===== src/rtl/axi4_lite_master_if.sv =====
// AXI4-Lite bus bundle between the queued command master and its slave.
interface axi4_lite_master_if #(
    parameter int ADDR_W = 32,
    parameter int DATA_W = 32
);
    logic [ADDR_W-1:0]   araddr;
    logic                arvalid;
    logic                arready;
    logic [DATA_W-1:0]   rdata;
    logic [1:0]          rresp;
    logic                rvalid;
    logic                rready;
    logic [ADDR_W-1:0]   awaddr;
    logic                awvalid;
    logic                awready;
    logic [DATA_W-1:0]   wdata;
    logic [DATA_W/8-1:0] wstrb;
    logic                wvalid;
    logic                wready;
    logic [1:0]          bresp;
    logic                bvalid;
    logic                bready;

    modport master (
        output araddr, arvalid, rready, awaddr, awvalid, wdata, wstrb, wvalid, bready,
        input  arready, rdata, rresp, rvalid, awready, wready, bresp, bvalid
    );

    modport slave (
        input  araddr, arvalid, rready, awaddr, awvalid, wdata, wstrb, wvalid, bready,
        output arready, rdata, rresp, rvalid, awready, wready, bresp, bvalid
    );
endinterface


===== src/rtl/axi4_lite_master.sv =====
// Command-queued AXI4-Lite master: FIFO of read/write commands, one AXI transaction at a time.
// Optional per-transaction watchdog enabled by defining AXI4L_MASTER_TIMEOUT_EN.
module axi4_lite_master #(
    parameter int ADDR_W     = 32,
    parameter int DATA_W     = 32,
    parameter int FIFO_DEPTH = 4,
    parameter int TIMEOUT    = 1023
) (
    input  logic                clk,
    input  logic                reset,
    input  logic                cmd_valid,
    output logic                cmd_ready,
    input  logic                cmd_we,
    input  logic [ADDR_W-1:0]   cmd_addr,
    input  logic [DATA_W-1:0]   cmd_wdata,
    input  logic [DATA_W/8-1:0] cmd_wstrb,
    output logic                rsp_valid,
    output logic                rsp_we,
    output logic [DATA_W-1:0]   rsp_rdata,
    output logic [1:0]          rsp_resp,
    output logic                rsp_timeout,
    output logic                busy,
    axi4_lite_master_if.master  m_axi
);
    localparam int STRB_W  = DATA_W / 8;
    localparam int PTR_W   = $clog2(FIFO_DEPTH);
    localparam int ENTRY_W = 1 + ADDR_W + DATA_W + STRB_W;

    localparam logic [1:0] IDLE = 2'd0;
    localparam logic [1:0] RD   = 2'd1;
    localparam logic [1:0] WR   = 2'd2;
    localparam logic [1:0] DONE = 2'd3;

    generate
        if (DATA_W != 32 && DATA_W != 64) begin : g_bad_data_w
            $error("axi4_lite_master: DATA_W must be 32 or 64");
        end
        if (FIFO_DEPTH < 2 || (FIFO_DEPTH & (FIFO_DEPTH - 1)) != 0) begin : g_bad_depth
            $error("axi4_lite_master: FIFO_DEPTH must be a power of 2, at least 2");
        end
        if (TIMEOUT < 1) begin : g_bad_timeout
            $error("axi4_lite_master: TIMEOUT must be at least 1");
        end
    endgenerate

    logic [ENTRY_W-1:0] fifo_mem [FIFO_DEPTH];
    logic [PTR_W:0]     wr_ptr_reg;
    logic [PTR_W:0]     rd_ptr_reg;
    logic               fifo_empty;
    logic               fifo_full;
    logic               push;
    logic               pop;

    logic               head_we;
    logic [ADDR_W-1:0]  head_addr;
    logic [DATA_W-1:0]  head_wdata;
    logic [STRB_W-1:0]  head_wstrb;

    logic [1:0]         state_reg;
    logic [ADDR_W-1:0]  araddr_reg;
    logic               arvalid_reg;
    logic [ADDR_W-1:0]  awaddr_reg;
    logic               awvalid_reg;
    logic [DATA_W-1:0]  wdata_reg;
    logic [STRB_W-1:0]  wstrb_reg;
    logic               wvalid_reg;
    logic               rsp_we_reg;
    logic [DATA_W-1:0]  rsp_rdata_reg;
    logic [1:0]         rsp_resp_reg;

    logic               bready_int;
    logic               rd_done;
    logic               wr_done;
    logic               timeout_hit;
    logic               timeout_fire;

    // Extra MSB on the pointers separates full (MSBs differ) from empty (equal).
    assign fifo_empty = (wr_ptr_reg == rd_ptr_reg);
    assign fifo_full  = (wr_ptr_reg[PTR_W] != rd_ptr_reg[PTR_W]) &&
                        (wr_ptr_reg[PTR_W-1:0] == rd_ptr_reg[PTR_W-1:0]);
    assign cmd_ready  = !fifo_full;
    assign push       = cmd_valid && !fifo_full;
    assign pop        = (state_reg == IDLE) && !fifo_empty;
    assign busy       = !fifo_empty || (state_reg != IDLE);

    assign {head_we, head_addr, head_wdata, head_wstrb} = fifo_mem[rd_ptr_reg[PTR_W-1:0]];

    always_ff @(posedge clk) begin
        if (push && !reset) begin
            fifo_mem[wr_ptr_reg[PTR_W-1:0]] <= {cmd_we, cmd_addr, cmd_wdata, cmd_wstrb};
        end
    end

    // B channel is only accepted once both the address and data beats are gone.
    assign bready_int   = (state_reg == WR) && !awvalid_reg && !wvalid_reg;
    assign rd_done      = (state_reg == RD) && m_axi.rvalid;
    assign wr_done      = bready_int && m_axi.bvalid;
    assign timeout_fire = timeout_hit && !rd_done && !wr_done;

    assign m_axi.araddr  = araddr_reg;
    assign m_axi.arvalid = arvalid_reg;
    assign m_axi.rready  = (state_reg == RD);
    assign m_axi.awaddr  = awaddr_reg;
    assign m_axi.awvalid = awvalid_reg;
    assign m_axi.wdata   = wdata_reg;
    assign m_axi.wstrb   = wstrb_reg;
    assign m_axi.wvalid  = wvalid_reg;
    assign m_axi.bready  = bready_int;

    assign rsp_valid = (state_reg == DONE);
    assign rsp_we    = rsp_we_reg;
    assign rsp_rdata = rsp_rdata_reg;
    assign rsp_resp  = rsp_resp_reg;

`ifdef AXI4L_MASTER_TIMEOUT_EN
    localparam int TMR_W = $clog2(TIMEOUT + 1);
    logic [TMR_W-1:0] timer_reg;
    logic             rsp_timeout_reg;

    always_ff @(posedge clk or posedge reset) begin
        if (reset) begin
            timer_reg <= '0;
        end else if (state_reg == RD || state_reg == WR) begin
            timer_reg <= timer_reg + 1'b1;
        end else begin
            timer_reg <= '0;
        end
    end

    assign timeout_hit = (state_reg == RD || state_reg == WR) &&
                         (timer_reg == TMR_W'(TIMEOUT - 1));

    always_ff @(posedge clk or posedge reset) begin
        if (reset) begin
            rsp_timeout_reg <= 1'b0;
        end else if (timeout_fire) begin
            rsp_timeout_reg <= 1'b1;
        end else if (rd_done || wr_done) begin
            rsp_timeout_reg <= 1'b0;
        end
    end

    assign rsp_timeout = rsp_timeout_reg;
`else
    assign timeout_hit = 1'b0;
    assign rsp_timeout = 1'b0;
`endif

    always_ff @(posedge clk or posedge reset) begin
        if (reset) begin
            wr_ptr_reg    <= '0;
            rd_ptr_reg    <= '0;
            state_reg     <= IDLE;
            araddr_reg    <= '0;
            arvalid_reg   <= 1'b0;
            awaddr_reg    <= '0;
            awvalid_reg   <= 1'b0;
            wdata_reg     <= '0;
            wstrb_reg     <= '0;
            wvalid_reg    <= 1'b0;
            rsp_we_reg    <= 1'b0;
            rsp_rdata_reg <= '0;
            rsp_resp_reg  <= 2'b00;
        end else begin
            if (push) wr_ptr_reg <= wr_ptr_reg + 1'b1;
            if (pop)  rd_ptr_reg <= rd_ptr_reg + 1'b1;

            case (state_reg)
                IDLE: begin
                    if (pop) begin
                        if (head_we) begin
                            state_reg   <= WR;
                            awaddr_reg  <= head_addr;
                            wdata_reg   <= head_wdata;
                            wstrb_reg   <= head_wstrb;
                            awvalid_reg <= 1'b1;
                            wvalid_reg  <= 1'b1;
                        end else begin
                            state_reg   <= RD;
                            araddr_reg  <= head_addr;
                            arvalid_reg <= 1'b1;
                        end
                    end
                end
                RD: begin
                    if (m_axi.arready) arvalid_reg <= 1'b0;
                    if (rd_done) begin
                        state_reg     <= DONE;
                        arvalid_reg   <= 1'b0;
                        rsp_we_reg    <= 1'b0;
                        rsp_rdata_reg <= m_axi.rdata;
                        rsp_resp_reg  <= m_axi.rresp;
                    end else if (timeout_fire) begin
                        state_reg     <= DONE;
                        arvalid_reg   <= 1'b0;
                        rsp_we_reg    <= 1'b0;
                        rsp_rdata_reg <= '0;
                        rsp_resp_reg  <= 2'b10;
                    end
                end
                WR: begin
                    if (m_axi.awready) awvalid_reg <= 1'b0;
                    if (m_axi.wready)  wvalid_reg  <= 1'b0;
                    if (wr_done) begin
                        state_reg     <= DONE;
                        rsp_we_reg    <= 1'b1;
                        rsp_rdata_reg <= '0;
                        rsp_resp_reg  <= m_axi.bresp;
                    end else if (timeout_fire) begin
                        state_reg     <= DONE;
                        awvalid_reg   <= 1'b0;
                        wvalid_reg    <= 1'b0;
                        rsp_we_reg    <= 1'b1;
                        rsp_rdata_reg <= '0;
                        rsp_resp_reg  <= 2'b10;
                    end
                end
                default: state_reg <= IDLE;
            endcase
        end
    end
endmodule

===== src/flat_wrapper.sv =====
// flat-port wrapper written by rule: the top's interface ports become plain ports
module axi4_lite_master_flat 
#(
    parameter int ADDR_W     = 32,
    parameter int DATA_W     = 32,
    parameter int FIFO_DEPTH = 4,
    parameter int TIMEOUT    = 1023
)
  (clk, reset, cmd_valid, cmd_ready, cmd_we, cmd_addr, cmd_wdata, cmd_wstrb, rsp_valid, rsp_we, rsp_rdata, rsp_resp, rsp_timeout, busy, m_axi_araddr, m_axi_arvalid, m_axi_rready, m_axi_awaddr, m_axi_awvalid, m_axi_wdata, m_axi_wstrb, m_axi_wvalid, m_axi_bready, m_axi_arready, m_axi_rdata, m_axi_rresp, m_axi_rvalid, m_axi_awready, m_axi_wready, m_axi_bresp, m_axi_bvalid);
  axi4_lite_master_if #(.ADDR_W(ADDR_W), .DATA_W(DATA_W)) m_axi_i ();
  input  logic clk;
  input  logic reset;
  input  logic cmd_valid;
  output logic cmd_ready;
  input  logic cmd_we;
  input  logic [ADDR_W-1:0] cmd_addr;
  input  logic [DATA_W-1:0] cmd_wdata;
  input  logic [DATA_W/8-1:0] cmd_wstrb;
  output logic rsp_valid;
  output logic rsp_we;
  output logic [DATA_W-1:0] rsp_rdata;
  output logic [1:0] rsp_resp;
  output logic rsp_timeout;
  output logic busy;
  output wire logic [$bits(m_axi_i.araddr)-1:0] m_axi_araddr;
  output wire logic [$bits(m_axi_i.arvalid)-1:0] m_axi_arvalid;
  output wire logic [$bits(m_axi_i.rready)-1:0] m_axi_rready;
  output wire logic [$bits(m_axi_i.awaddr)-1:0] m_axi_awaddr;
  output wire logic [$bits(m_axi_i.awvalid)-1:0] m_axi_awvalid;
  output wire logic [$bits(m_axi_i.wdata)-1:0] m_axi_wdata;
  output wire logic [$bits(m_axi_i.wstrb)-1:0] m_axi_wstrb;
  output wire logic [$bits(m_axi_i.wvalid)-1:0] m_axi_wvalid;
  output wire logic [$bits(m_axi_i.bready)-1:0] m_axi_bready;
  input wire logic [$bits(m_axi_i.arready)-1:0] m_axi_arready;
  input wire logic [$bits(m_axi_i.rdata)-1:0] m_axi_rdata;
  input wire logic [$bits(m_axi_i.rresp)-1:0] m_axi_rresp;
  input wire logic [$bits(m_axi_i.rvalid)-1:0] m_axi_rvalid;
  input wire logic [$bits(m_axi_i.awready)-1:0] m_axi_awready;
  input wire logic [$bits(m_axi_i.wready)-1:0] m_axi_wready;
  input wire logic [$bits(m_axi_i.bresp)-1:0] m_axi_bresp;
  input wire logic [$bits(m_axi_i.bvalid)-1:0] m_axi_bvalid;
  assign m_axi_araddr = m_axi_i.araddr;
  assign m_axi_arvalid = m_axi_i.arvalid;
  assign m_axi_rready = m_axi_i.rready;
  assign m_axi_awaddr = m_axi_i.awaddr;
  assign m_axi_awvalid = m_axi_i.awvalid;
  assign m_axi_wdata = m_axi_i.wdata;
  assign m_axi_wstrb = m_axi_i.wstrb;
  assign m_axi_wvalid = m_axi_i.wvalid;
  assign m_axi_bready = m_axi_i.bready;
  assign m_axi_i.arready = m_axi_arready;
  assign m_axi_i.rdata = m_axi_rdata;
  assign m_axi_i.rresp = m_axi_rresp;
  assign m_axi_i.rvalid = m_axi_rvalid;
  assign m_axi_i.awready = m_axi_awready;
  assign m_axi_i.wready = m_axi_wready;
  assign m_axi_i.bresp = m_axi_bresp;
  assign m_axi_i.bvalid = m_axi_bvalid;
  axi4_lite_master #(.ADDR_W(ADDR_W), .DATA_W(DATA_W), .FIFO_DEPTH(FIFO_DEPTH), .TIMEOUT(TIMEOUT)) u_core (.clk(clk), .reset(reset), .cmd_valid(cmd_valid), .cmd_ready(cmd_ready), .cmd_we(cmd_we), .cmd_addr(cmd_addr), .cmd_wdata(cmd_wdata), .cmd_wstrb(cmd_wstrb), .rsp_valid(rsp_valid), .rsp_we(rsp_we), .rsp_rdata(rsp_rdata), .rsp_resp(rsp_resp), .rsp_timeout(rsp_timeout), .busy(busy), .m_axi(m_axi_i));
endmodule

===== config.mk =====
export PLATFORM = sky130hd
export DESIGN_NAME = axi4_lite_master_flat
export DESIGN_NICKNAME = d
export VERILOG_FILES = /design/src/rtl/axi4_lite_master_if.sv /design/src/rtl/axi4_lite_master.sv /design/src/flat_wrapper.sv
export SDC_FILE = /design/constraint.sdc
export NUM_CORES = 1
export LEC_CHECK = 0
export ABC_CLOCK_PERIOD_IN_PS = 8400
export CORE_MARGIN = 3
export CORE_UTILIZATION = 40
export DETAILED_ROUTE_END_ITERATION = 7
export DONT_BUFFER_PORTS = 1
export PLACE_DENSITY = 0.55
export SLEW_MARGIN = 30
export SYNTH_ARGS = -nofsm -noshare
export SYNTH_HDL_FRONTEND = slang
export SYNTH_SLANG_ARGS = --single-unit

===== constraint.sdc =====
create_clock -name clk -period 8.4 [get_ports clk]
set_input_delay 1.68 -clock clk [delete_from_list [all_inputs] [get_ports clk]]
set_output_delay 1.68 -clock clk [all_outputs]
set_load 0.1 [all_outputs]

Yosys cells after proc, flatten, opt, wreduce, memory -nomap -nowiden
Memory sizes are Yosys's and may differ from the RTL's. Index checks and enable logic that the tools add are counted.

Memories kept: 1. Logic and storage cells: 84. Bits of input ports: 113. RAM bits: 276. Output and inout port bits: 144. Flip-flop bits (word level): 146.

Memories: u_core.fifo_mem (depth 4, width 69, read ports 1, clocked after Yosys merged registers in 0, write ports 1, line axi4_lite_master.sv:46) `logic [ENTRY_W-1:0] fifo_mem [FIFO_DEPTH];`.

Bitwise logic cells: 1. Reduce and logical (&&, ||, !) cells: 26. Muxes and demuxes: 27. Equal/unequal tests: 14. Add/sub/neg operators: 2.

Operators by type and width (count): two-way mux 32 bit (2); case mux 32 bit (2 select lines) (1); two-way mux 1 bit (12); two-way mux 2 bit (6); AND reduction 3 bit (4); AND reduction 4 bit (3); logical AND 1 bit (8); != test 2 x 1 -> 1 bit, second input constant (4); case mux 1 bit (2 select lines) (4); nonzero test 2 bit (4); adder 3 x 1 -> 3 bit, second input constant (2); != test 2 bit, second input constant (3); case mux 2 bit (3 select lines) (1); zero test 1 bit (5); equality test 2 bit, second input constant (2); case mux 2 bit (2 select lines) (1); equality test 3 bit (1); != test 3 x 1 -> 1 bit, second input constant (1); equality test 2 x 1 -> 1 bit, second input constant (1); equality test 2 bit (1); zero test 2 bit (1); logical OR 1 bit (1); != test 1 bit (1); NOT 1 bit (1).

Depth between registers and ports, before layout
Depth in word-level cells: 7. Depth in mapped cells: 8. Depth with buffers taken out: 6.

Worst setup path after synthesis
Ideal clock, no wire load.

Kind: flip-flop to output port. From: register u_core.state_reg[0]. To: output port m_axi_bready. Data required time: 6.720 ns. Buffers on the path: 2. Stages on the path, launching flop included: 7. Slack: 3.489 ns. Data arrival time: 3.231 ns. Path through: dfrtp_1 inv_1 ha_1 clkbuf_1 inv_2 clkbuf_1 nor3_1.

Word-level cells in the longest chain between the ends: 3.

Ends and longest elaborated chain: start: declaration (line axi4_lite_master.sv:59) `logic [1:0] state_reg;`; start signal: assignment (line axi4_lite_master.sv:153) `state_reg <= IDLE;`; start signal: assignment (line axi4_lite_master.sv:172) `state_reg <= WR;`; start signal: assignment (line axi4_lite_master.sv:179) `state_reg <= RD;`; equality test 2 bit (line axi4_lite_master.sv:95) `assign bready_int = (state_reg == WR) && !awvalid_reg && !wvalid_reg;`; logical AND 1 bit (2 in a row) (line axi4_lite_master.sv:95); end: declaration (line flat_wrapper.sv:33) `output wire logic [$bits(m_axi_i.bready)-1:0] m_axi_bready;`.

Every way passes these cells.

Worst setup path in the final report
From: register u_core.rd_ptr_reg[0]. To: output port cmd_ready.

Word-level cells in the longest chain between the ends: 3.

Ends and longest elaborated chain: start: declaration (line axi4_lite_master.sv:48) `logic [PTR_W:0] rd_ptr_reg;`; start signal: assignment (line axi4_lite_master.sv:166) `if (pop) rd_ptr_reg <= rd_ptr_reg + 1'b1;`; equality test 2 bit (line axi4_lite_master.sv:80) `(wr_ptr_reg[PTR_W-1:0] == rd_ptr_reg[PTR_W-1:0]);`; logical AND 1 bit (line axi4_lite_master.sv:79) `assign fifo_full = (wr_ptr_reg[PTR_W] != rd_ptr_reg[PTR_W]) &&`; zero test 1 bit (line axi4_lite_master.sv:81) `assign cmd_ready = !fifo_full;`; end: declaration (line flat_wrapper.sv:14) `output logic cmd_ready;`.

Every way passes these cells.

==> run summary <==
H-tree depth: 2
Tcrit/Tclk final: 0.487
R2r setup slk: 5090 ps
Die area: 42200 um^2
Via Count: 7200
R2R Path Start: u_core.rd_ptr_reg[0]$_DFFE_PP0P_
Core Rows: 72
Yosys top cell by area: edfxtp_1
Layout cells sized above 1: 0.298
Yosys reg bits: 422
Post-CTS setup buffer count: 0
Synth top area share: 0.521
Type of element capturing the critical path: primary output
Hold Path Sink: u_core.rd_ptr_reg[2]$_DFFE_PP0P_
Antenna-violating nets left: 0
Nature of the critical path startpoint: flip-flop
Cells on worst reg2reg path: 4
Post-CTS sizing: 0
Async SR Flop Fraction: 0.346
Worst r2r dst: u_core.m_axi.wdata[27]$_DFFE_PP0P_
Top cells by area, synth: edfxtp_1, dfrtp_1, mux4_2
Avg Synthesized Cell Area: 19.9 um^2
Register area: 12000 um^2
CTS Hold Buffers Added: 0
Min-delay worst type: flip-flop to flip-flop
Residual DRC: 0
Crit path cell chain: xnor2_1 -> nand3_2
Post-Synthesis Cells: 801
GPL Wtd Cong: 0.840
Post-Synthesis Net Count: 923
Post-Synthesis Cell Area: 15900 um^2
Max reg flops: 276
Sinks on Clock Net: 422
Clock tree from TritonCTS: yes
Max_cap viols: 0
Nets: 947
Data required, critical path: 6720 ps
Global Route Usage Sum: 0.153
Core Util, Final: 0.463
Initial DRC count: 456
Post-Route WL: 32600 um
Worst slew margin: 0.346
Core region area: 39000 um^2
Synthesis Warnings: 0
Cells after DPL: 1296
Max Slew Vio Count: 0
Multi-input logic area: 3720 um^2
Number of distinct library cells after synthesis: 39
Root buf cell: clkbuf_16
Ys flop type: edfxtp_1
Crit path max-delay family: flip-flops
Count of flip-flops with a built-in enable after synthesis: 276
Via-to-Cell Ratio: 5.22
Total CTS buffers: 45
Initial core utilization: 0.408
Largest net degree at the start of global routing: 81
Port bufs: 0
Status: complete, no violations
Number of global-route vias before repair: 7998
Clock latency on the worst-skew pair: 560 ps
Hold Vio Cnt, Final: 0
Worst slew pin tran: 981 ps
Clock transition at path regs: 60 ps
DPL Wire Length: 20800 um
Fmax: 245 MHz
First-pass GRT wire length: 48600 um
Total grt overflow: 0
Critical path's slowest cell: dfrtp_4
DIE WIDTH: 205 um
Ports: 257
CTS max path bufs: 3
Area Overhead vs Synth: 13.4%
Max incr delay on CP: 730 ps
RSZ-0062 raised after global routing: no
Final setup fails: 0
Layout Cells excl Fill: 1380
Hold Path Cell Cnt: 1
Initial antenna violation count: 2
WP data arrival: 2410 ps
Crit path buf inv count: 0
Tmin final: 4090 ps
Die Span Y: 205 um
Fillcell total: 3250
WS Path Type: flip-flop to primary output
TNS Setup: 0 ps
CP max FO: 33
Router iterations before antenna repair: 5
Avg WL per Cell: 23.6 um
Sequential share of the synthesized area: 0.750
Final Skew: 15.3 ps
Hold_sp: u_core.rd_ptr_reg[2]$_DFFE_PP0P_
## how the worst max path moves through the flow
stage,start,endpoint,slack (ps),cells past startpoint
2_1_floorplan,reset,u_core.m_axi.araddr[0]$_DFFE_PP0P_,2800,1
3_3_place_gp,u_core.rd_ptr_reg[0]$_DFFE_PP0P_,cmd_ready,4550,2
3_5_place_dp,u_core.rd_ptr_reg[0]$_DFFE_PP0P_,cmd_ready,4850,2
4_1_cts,u_core.rd_ptr_reg[0]$_DFFE_PP0P_,cmd_ready,4210,2
5_1_grt,u_core.rd_ptr_reg[0]$_DFFE_PP0P_,cmd_ready,4130,2
6_report,u_core.rd_ptr_reg[0]$_DFFE_PP0P_,cmd_ready,4310,2
## metal layers
metal	global-route usage	part of all wire
met5	0	0
met4	0.0537	0.022
met3	0.0584	0.092
met2	0.261	0.51
met1	0.178	0.38
## kinds of logic (layout without fill, tap and decap cells)
kind of cell,Yosys count,after routing,synth area share
other cells,1,3,0.000236
flops,422,422,0.750
simple gates,88,88,0.0233
fa+ha+maj,9,9,0.00708
mux,175,175,0.177
xor+xnor,10,10,0.00550
compound gates,50,50,0.0190
buf+inv,46,105,0.0173
## per-stage QoR
stage	hold WS [ps]	worst slack [ps]	cell area (um^2)
2_1_floorplan	498	2800	15900
3_3_place_gp	521	4550	16400
3_5_place_dp	531	4850	16600
4_1_cts	544	4210	18000
5_1_grt	557	4130	18000
6_report	540	4310	18000
## layout make-up
type,instances,area share
sequential,422,0.662
clock inverter,19,0.0104
clock buffer,63,0.0684
timing repair buffer,15,0.0144
multi-input combinational,333,0.206
antenna,2,0.000277
tap,518,0.0359
inverter,8,0.00194
## cells in the final DEF, fill, tap and decap left out, types with 3 or more instances in the layout
master / synthesis / final
mux4_2: 69 / 69
nor2_1: 3 / 3
ha_1: 9 / 7
clkinv_2: 0 / 4
buf_12: 2 / 6
and2_4: 0 / 4
clkinv_1: 0 / 6
o21ai_0: 37 / 37
mux2_2: 72 / 72
nand2_1: 72 / 72
xor2_1: 4 / 4
mux2_4: 20 / 20
clkbuf_1: 17 / 15
edfxtp_1: 276 / 276
buf_4: 6 / 3
xnor2_1: 6 / 6
dfrtp_2: 0 / 3
clkbuf_16: 0 / 46
bufinv_16: 0 / 3
clkinvlp_4: 0 / 4
inv_1: 7 / 6
mux2_1: 10 / 10
buf_6: 5 / 3
buf_16: 0 / 3
mux2i_1: 4 / 4
dfrtp_1: 146 / 141
## cells in the mapped netlist (all sizes together) (2+ instances only)
library cell  count
nor2              4
and2              4
xor2              4
nor3              2
inv               8
mux4             69
o31ai             3
mux2            102
o21ai            37
clkbuf           17
a31oi             2
mux2i             4
nand2            73
a21boi            2
buf              21
ha                9
dfrtp           146
xnor2             6
o211ai            2
edfxtp          276
a311o             2
Power is not shown: default switching activity piles up to over one toggle a cycle in this logic, so the estimate is an artifact.
